--- src/rtl/tqvp_dlmiles_i2c_errdet.sv ---
// I2C bus-line monitor and error detector.
// Synchronizes raw SCL/SDA, detects START/STOP, tracks bus ownership and SCL-low time,
// and emits one-cycle {TIMEOUT, IO, GENERIC} error strobes.
// Optional: define I2C_ERRDET_GLITCH_FILTER_EN to add a 3-sample stability filter after
// each synchronizer (2 extra cycles of latency, rejects 1-2 cycle pulses).
module tqvp_dlmiles_i2c_errdet #(
  parameter int unsigned SYNC_STAGES   = 2,  // minimum 2
  parameter int unsigned TIMEOUT_WIDTH = 16,
  parameter int unsigned SETTLE_CYCLES = 2   // 0..7
) (
  input  logic                     clk,
  input  logic                     rst_n,
  input  logic                     enable_i,
  input  logic                     scl_i,
  input  logic                     sda_i,
  input  logic                     scl_drive_low_i,
  input  logic                     sda_drive_low_i,
  input  logic                     xfer_active_i,
  input  logic                     gen_cond_i,
  input  logic [TIMEOUT_WIDTH-1:0] timeout_limit_i,
  output logic [2:0]               stb_error_o,
  output logic                     start_o,
  output logic                     stop_o,
  output logic                     bus_busy_o
);

  typedef enum logic {StIdle, StBusy} bus_state_e;
  typedef enum logic [1:0] {StWaitRise, StSettle, StCheck} io_state_e;

  localparam logic [2:0] SettleLoad = 3'((SETTLE_CYCLES > 1) ? SETTLE_CYCLES - 1 : 1);

  logic [SYNC_STAGES-1:0]   r_scl_sync, r_sda_sync;
  logic                     w_scl_sync, w_sda_sync;
  logic                     w_scl_s, w_sda_s;
  logic                     r_scl_prev, r_sda_prev;
  logic                     w_scl_rise, w_scl_fall, w_start, w_stop;
  bus_state_e               r_bus_state;
  io_state_e                r_io_state;
  logic [2:0]               r_settle_cnt;
  logic [TIMEOUT_WIDTH-1:0] r_to_cnt, w_to_cnt_inc;
  logic                     r_to_fired, w_to_hit;
  logic                     w_do_check, w_io_err, w_gen_err;
  logic [2:0]               r_stb;
  logic                     r_start, r_stop;
  logic                     w_unused;

  // Pin synchronizers; reset to idle-high bus
  always_ff @(posedge clk or negedge rst_n) begin
    if (!rst_n) begin
      r_scl_sync <= '1;
      r_sda_sync <= '1;
    end else begin
      r_scl_sync <= {r_scl_sync[SYNC_STAGES-2:0], scl_i};
      r_sda_sync <= {r_sda_sync[SYNC_STAGES-2:0], sda_i};
    end
  end

  assign w_scl_sync = r_scl_sync[SYNC_STAGES-1];
  assign w_sda_sync = r_sda_sync[SYNC_STAGES-1];

`ifdef I2C_ERRDET_GLITCH_FILTER_EN
  logic r_scl_h1, r_scl_h2, r_scl_filt;
  logic r_sda_h1, r_sda_h2, r_sda_filt;

  // Pass a new level only once it has been seen on three consecutive cycles
  assign w_scl_s = (w_scl_sync == r_scl_h1 && r_scl_h1 == r_scl_h2) ? w_scl_sync : r_scl_filt;
  assign w_sda_s = (w_sda_sync == r_sda_h1 && r_sda_h1 == r_sda_h2) ? w_sda_sync : r_sda_filt;

  // Sample history and held filter output
  always_ff @(posedge clk or negedge rst_n) begin
    if (!rst_n) begin
      r_scl_h1   <= 1'b1;
      r_scl_h2   <= 1'b1;
      r_scl_filt <= 1'b1;
      r_sda_h1   <= 1'b1;
      r_sda_h2   <= 1'b1;
      r_sda_filt <= 1'b1;
    end else begin
      r_scl_h1   <= w_scl_sync;
      r_scl_h2   <= r_scl_h1;
      r_scl_filt <= w_scl_s;
      r_sda_h1   <= w_sda_sync;
      r_sda_h2   <= r_sda_h1;
      r_sda_filt <= w_sda_s;
    end
  end
`else
  assign w_scl_s = w_scl_sync;
  assign w_sda_s = w_sda_sync;
`endif

  // Previous-sample registers for edge detection
  always_ff @(posedge clk or negedge rst_n) begin
    if (!rst_n) begin
      r_scl_prev <= 1'b1;
      r_sda_prev <= 1'b1;
    end else begin
      r_scl_prev <= w_scl_s;
      r_sda_prev <= w_sda_s;
    end
  end

  assign w_scl_rise = w_scl_s & ~r_scl_prev;
  assign w_scl_fall = ~w_scl_s & r_scl_prev;
  assign w_start    = w_scl_s & r_scl_prev & r_sda_prev & ~w_sda_s;
  assign w_stop     = w_scl_s & r_scl_prev & ~r_sda_prev & w_sda_s;

  // Bus ownership FSM, independent of enable_i
  always_ff @(posedge clk or negedge rst_n) begin
    if (!rst_n) begin
      r_bus_state <= StIdle;
    end else begin
      unique case (r_bus_state)
        StIdle:  if (w_start) r_bus_state <= StBusy;
        StBusy:  if (w_stop && !w_start) r_bus_state <= StIdle;
        default: r_bus_state <= StIdle;
      endcase
    end
  end

  assign bus_busy_o = (r_bus_state == StBusy);

  // SCL-low timer: one strobe per low episode, re-armed only when SCL goes high
  assign w_to_cnt_inc = (&r_to_cnt) ? r_to_cnt : r_to_cnt + TIMEOUT_WIDTH'(1);
  assign w_to_hit     = enable_i && !w_scl_s && !r_to_fired && (timeout_limit_i != '0) &&
                        (w_to_cnt_inc == timeout_limit_i);

  // Timer counter and fired flag, held cleared while disabled
  always_ff @(posedge clk or negedge rst_n) begin
    if (!rst_n) begin
      r_to_cnt   <= '0;
      r_to_fired <= 1'b0;
    end else if (!enable_i || w_scl_s) begin
      r_to_cnt   <= '0;
      r_to_fired <= 1'b0;
    end else begin
      r_to_cnt <= w_to_cnt_inc;
      if (w_to_hit) r_to_fired <= 1'b1;
    end
  end

  // SDA comparator FSM: wait SETTLE_CYCLES after an SCL rise, then compare once
  always_ff @(posedge clk or negedge rst_n) begin
    if (!rst_n) begin
      r_io_state   <= StWaitRise;
      r_settle_cnt <= '0;
    end else begin
      unique case (r_io_state)
        StWaitRise: begin
          if (w_scl_rise && SETTLE_CYCLES == 1) begin
            r_io_state <= StCheck;
          end else if (w_scl_rise && SETTLE_CYCLES > 1) begin
            r_io_state   <= StSettle;
            r_settle_cnt <= SettleLoad;
          end
        end
        StSettle: begin
          if (w_scl_fall)              r_io_state <= StWaitRise;
          else if (r_settle_cnt <= 3'd1) r_io_state <= StCheck;
          else                         r_settle_cnt <= r_settle_cnt - 3'd1;
        end
        StCheck: r_io_state <= StWaitRise;
        default: r_io_state <= StWaitRise;
      endcase
    end
  end

  // With zero settle time the compare happens on the rise cycle itself
  assign w_do_check = (r_io_state == StCheck) ||
                      (SETTLE_CYCLES == 0 && r_io_state == StWaitRise && w_scl_rise);
  assign w_io_err   = w_do_check && xfer_active_i &&
                      (sda_drive_low_i ? w_sda_s : !w_sda_s);
  assign w_gen_err  = (w_start || w_stop) && xfer_active_i && !gen_cond_i;

  // SCL stretching by other devices is legal, so controller SCL intent raises no error
  assign w_unused = scl_drive_low_i;

  // Registered pulse outputs
  always_ff @(posedge clk or negedge rst_n) begin
    if (!rst_n) begin
      r_stb   <= 3'b000;
      r_start <= 1'b0;
      r_stop  <= 1'b0;
    end else begin
      r_stb   <= enable_i ? {w_to_hit, w_io_err, w_gen_err} : 3'b000;
      r_start <= w_start;
      r_stop  <= w_stop;
    end
  end

  assign stb_error_o = r_stb;
  assign start_o     = r_start;
  assign stop_o      = r_stop;

endmodule

--- config.mk ---
export PLATFORM = sky130hd
export DESIGN_NAME = tqvp_dlmiles_i2c_errdet
export DESIGN_NICKNAME = d
export VERILOG_FILES = /design/src/rtl/tqvp_dlmiles_i2c_errdet.sv
export SDC_FILE = /design/constraint.sdc
export NUM_CORES = 1
export LEC_CHECK = 0
export CAP_MARGIN = 20
export CELL_PAD_IN_SITES_DETAIL_PLACEMENT = 0
export CELL_PAD_IN_SITES_GLOBAL_PLACEMENT = 1
export CORE_ASPECT_RATIO = 0.8
export CORE_UTILIZATION = 41
export DETAILED_ROUTE_END_ITERATION = 10
export PLACE_DENSITY = 0.76
export REMOVE_ABC_BUFFERS = 1
export SLEW_MARGIN = 25
export SYNTH_ARGS = -nofsm -noshare
export SYNTH_HDL_FRONTEND = slang
export SYNTH_SLANG_ARGS = --single-unit
--- constraint.sdc ---
create_clock -name clk -period 2.4 [get_ports clk]
set_input_delay 0.48 -clock clk [delete_from_list [all_inputs] [get_ports clk]]
set_output_delay 0.48 -clock clk [all_outputs]
set_load 0.01 [all_outputs]
==> run metrics <==
vias per cell 5.60; clock skew 0.00726 ns; multiplexer share of the synthesized area 0.0238; CTS H-tree depth 2; cts repair resizes 0; Fmax 0.448 GHz; Worst-Skew Late Latency 0.28 ns; antenna violations before repair 0; Diodes inserted 0; Initial DRC Count 150; CTS tree yes; MaxCap Viol Count 0; Slew HR 0.705; final core occ 0.557; vias in the first global route 1712; setup_tns 0 ns; final setup vio count 0; clock buffer count from CTS 5; Area Overhead vs Synth 26.3%; routed vias 1888; largest family of logic cells by synthesized area simple AND/OR/NAND/NOR gates; Synth area leader dfrtp_1; Leak Pwr 0.00108 uW; largest net degree at the start of global routing 35; setup slack at placement 0.157 ns; Worst Hold Launch r_sda_sync[0]; Hold Fails Final Rpt 0; final cycle utilization of the critical path 0.931; Synth area leaders dfrtp_1 33%, dfstp_2 7.5%, nor2_1 5.0%; All-Layer GR Usage 0.222; core box area 4760 um2; top cells by count, synth 28 x dfrtp_1, 28 x nor2_1, 20 x nand2_1; Sw Share 0.259; post-route worst setup slack 0.167 ns; Simple-Gate Fraction of Synth Area 0.275; mean routed wirelength per cell 16.3 um; Post-synth EDFFs 0; Int Pwr 930 uW; post-detail-place hpwl 4.13 mm; Hold Crit Endpoint r_sda_sync[1]; Die Height 66.0 um; WHS 0.353 ns; clk buf depth 2; CP Data Arrival Time 2.43 ns; root buffer cell clkbuf_8; Post-Synth Adder-Cell Area 0.0179; Cells after DPL 329; critical path class reg -> reg; Yosys reg bits 34; min Tclk post-route 2.23 ns; # DRC 0; first-pass GRT wire length 8.71 mm; sw power 325 uW; Max Slew Vio Count 0; r2r startpoint r_to_cnt[0]; Synth top area share 0.334; Worst VDD drop 0.324 mV; share of cells above drive strength 1 0.166; Worst Hold Depth 0; GR Overflow Total 0; Synth async-reset ratio 1.00; register-to-register setup slack 0.17 ns; Synth warnings 0; CTS Sinks 34; power density over the cells 473 nW/um2; fin nets 304; Synth Area in Compound Gates 0.144; RSZ-0062 raised after global routing no; Ports 31; Post-Route WL 5.50 mm; iteration count of the initial detailed-routing pass 4; synthesized instance count 229; # rows 22; R2R cell count 10; Distinct cells, synth 51; Worst Setup Start Kind flip-flop; Worst Tran Pin Value 0.442 ns; Synth Area in XOR/XNOR 0.0745; combinational fraction of design power 0.150; Required @ worst endpoint 2.60 ns; CP Max Fanout 5; Die ar. 5410 um2; clock share of power 0.355; Synth Area per Inst 9.17 um2; setup repair bufs after CTS 0; Reg clk slew, reported paths 0.07 ns; outcome complete, no violations; Most used DFF post-synth dfrtp_1; Worst Hold Class reg -> reg; critical path endpoint category flip-flop; Post-Layout Cell Count 337; PortBufs 29; Synth Cell Area 2100 um2; Initial Utilization 0.441; RePlAce Congestion 0.937; end of the worst register-to-register path r_to_fired; post-synthesis sequential area ratio 0.409; antenna viol nets, final 0; sequential cell fraction of total power 0.494; Die X 82.0 um; Hold Buf Count CTS 0
[worst max-delay path: stages (launching register included)]
cell and delay, ns:
dfrtp_1 0.38, ha_1 0.25, nand3_1 0.19, buf_4 0.15
nor2_1 0.03, buf_4 0.14, a21oi_1 0.22, a32oi_1 0.10
nor3_1 0.27, nand4_1 0.26, o22ai_2 0.15
[flip-flops by register name (all words and copies together), names as in the netlist]
name          count
r_to_cnt         16
r_settle_cnt      3
stb_error_o       3
r_io_state        2
r_scl_sync        2
r_sda_sync        2
bus_busy_o        1
r_scl_prev        1
r_sda_prev        1
r_to_fired        1
start_o           1
stop_o            1
[how the worst max path moves through the flow]
| stage | start | end | slack, ns |
|---|---|---|---|
| 2_1_floorplan | r_to_cnt[0] | r_to_fired | 0.37 |
| 3_3_place_gp | timeout_limit_i[5] | stb_error_o[2] | 0.15 |
| 3_5_place_dp | timeout_limit_i[5] | r_to_fired | 0.16 |
| 4_1_cts | r_to_cnt[0] | stb_error_o[2] | 0.17 |
| 5_1_grt | r_to_cnt[1] | stb_error_o[2] | 0.005 |
| 6_report | r_to_cnt[0] | r_to_fired | 0.17 |
[cells by family after synthesis]
family	after synthesis
adders and majority gates	3
muxes	5
DFF	34
xor gates and xnor gates	17
buffers and inverters	21
and+or+nand+nor	108
AOI/OAI and AO/OA	41
[layer usage]
metal  routed length [um]  GRT usage  up-vias
met4                   34     0.0548        0
met1                 2870      0.338      900
met3                  373     0.0579        4
met5                    0          0        -
met2                 2220      0.306       60
li1                     -          -      924
[per-stage QoR]
| step | cell area, um2 | total power (uW) |
|---|---|---|
| global route | 2650 | 1320 |
| floorplan | 2020 | 715 |
| CTS | 2650 | 1280 |
| finish | 2650 | 1250 |
| global placement | 2550 | 818 |
| detailed placement | 2550 | 819 |
[final cells by class]
| type | count | area [um2] |
|---|---|---|
| timing repair buffer | 51 | 455 |
| tap | 60 | 75.1 |
| fill | 451 | 2110 |
| clock buffer | 6 | 82.6 |
| multi-input combinational | 174 | 1130 |
| sequential | 34 | 858 |
| inverter | 10 | 37.5 |
| clock inverter | 2 | 12.5 |
[power groups by stage]
stage                     registers [uW]  logic (uW)  clock network, uW
after floorplan                      630        84.7                  0
after detailed placement             630         189                  0
after CTS                            620         190                466
final                                620         189                446
after global routing                 624         210                489
after global placement               630         187                  0
[placed cells by master (no fill, tap or decap), drive strengths merged, types with 4 or more instances in the layout]
master         instances
dfrtp                 28
nand3b                 4
xor2                   6
o21ai                  6
nor2                  28
a21oi                  5
clkbuf                 6
nand2                 20
inv                   10
nand4                 12
nand3                  9
buf                   22
and3                   6
nor4                   7
mux2i                  5
xnor2                 11
o211ai                 4
clkdlybuf4s50         29
nor3                   7
dfstp                  6
No activity file was read; power rests on OpenSTA's default activity.
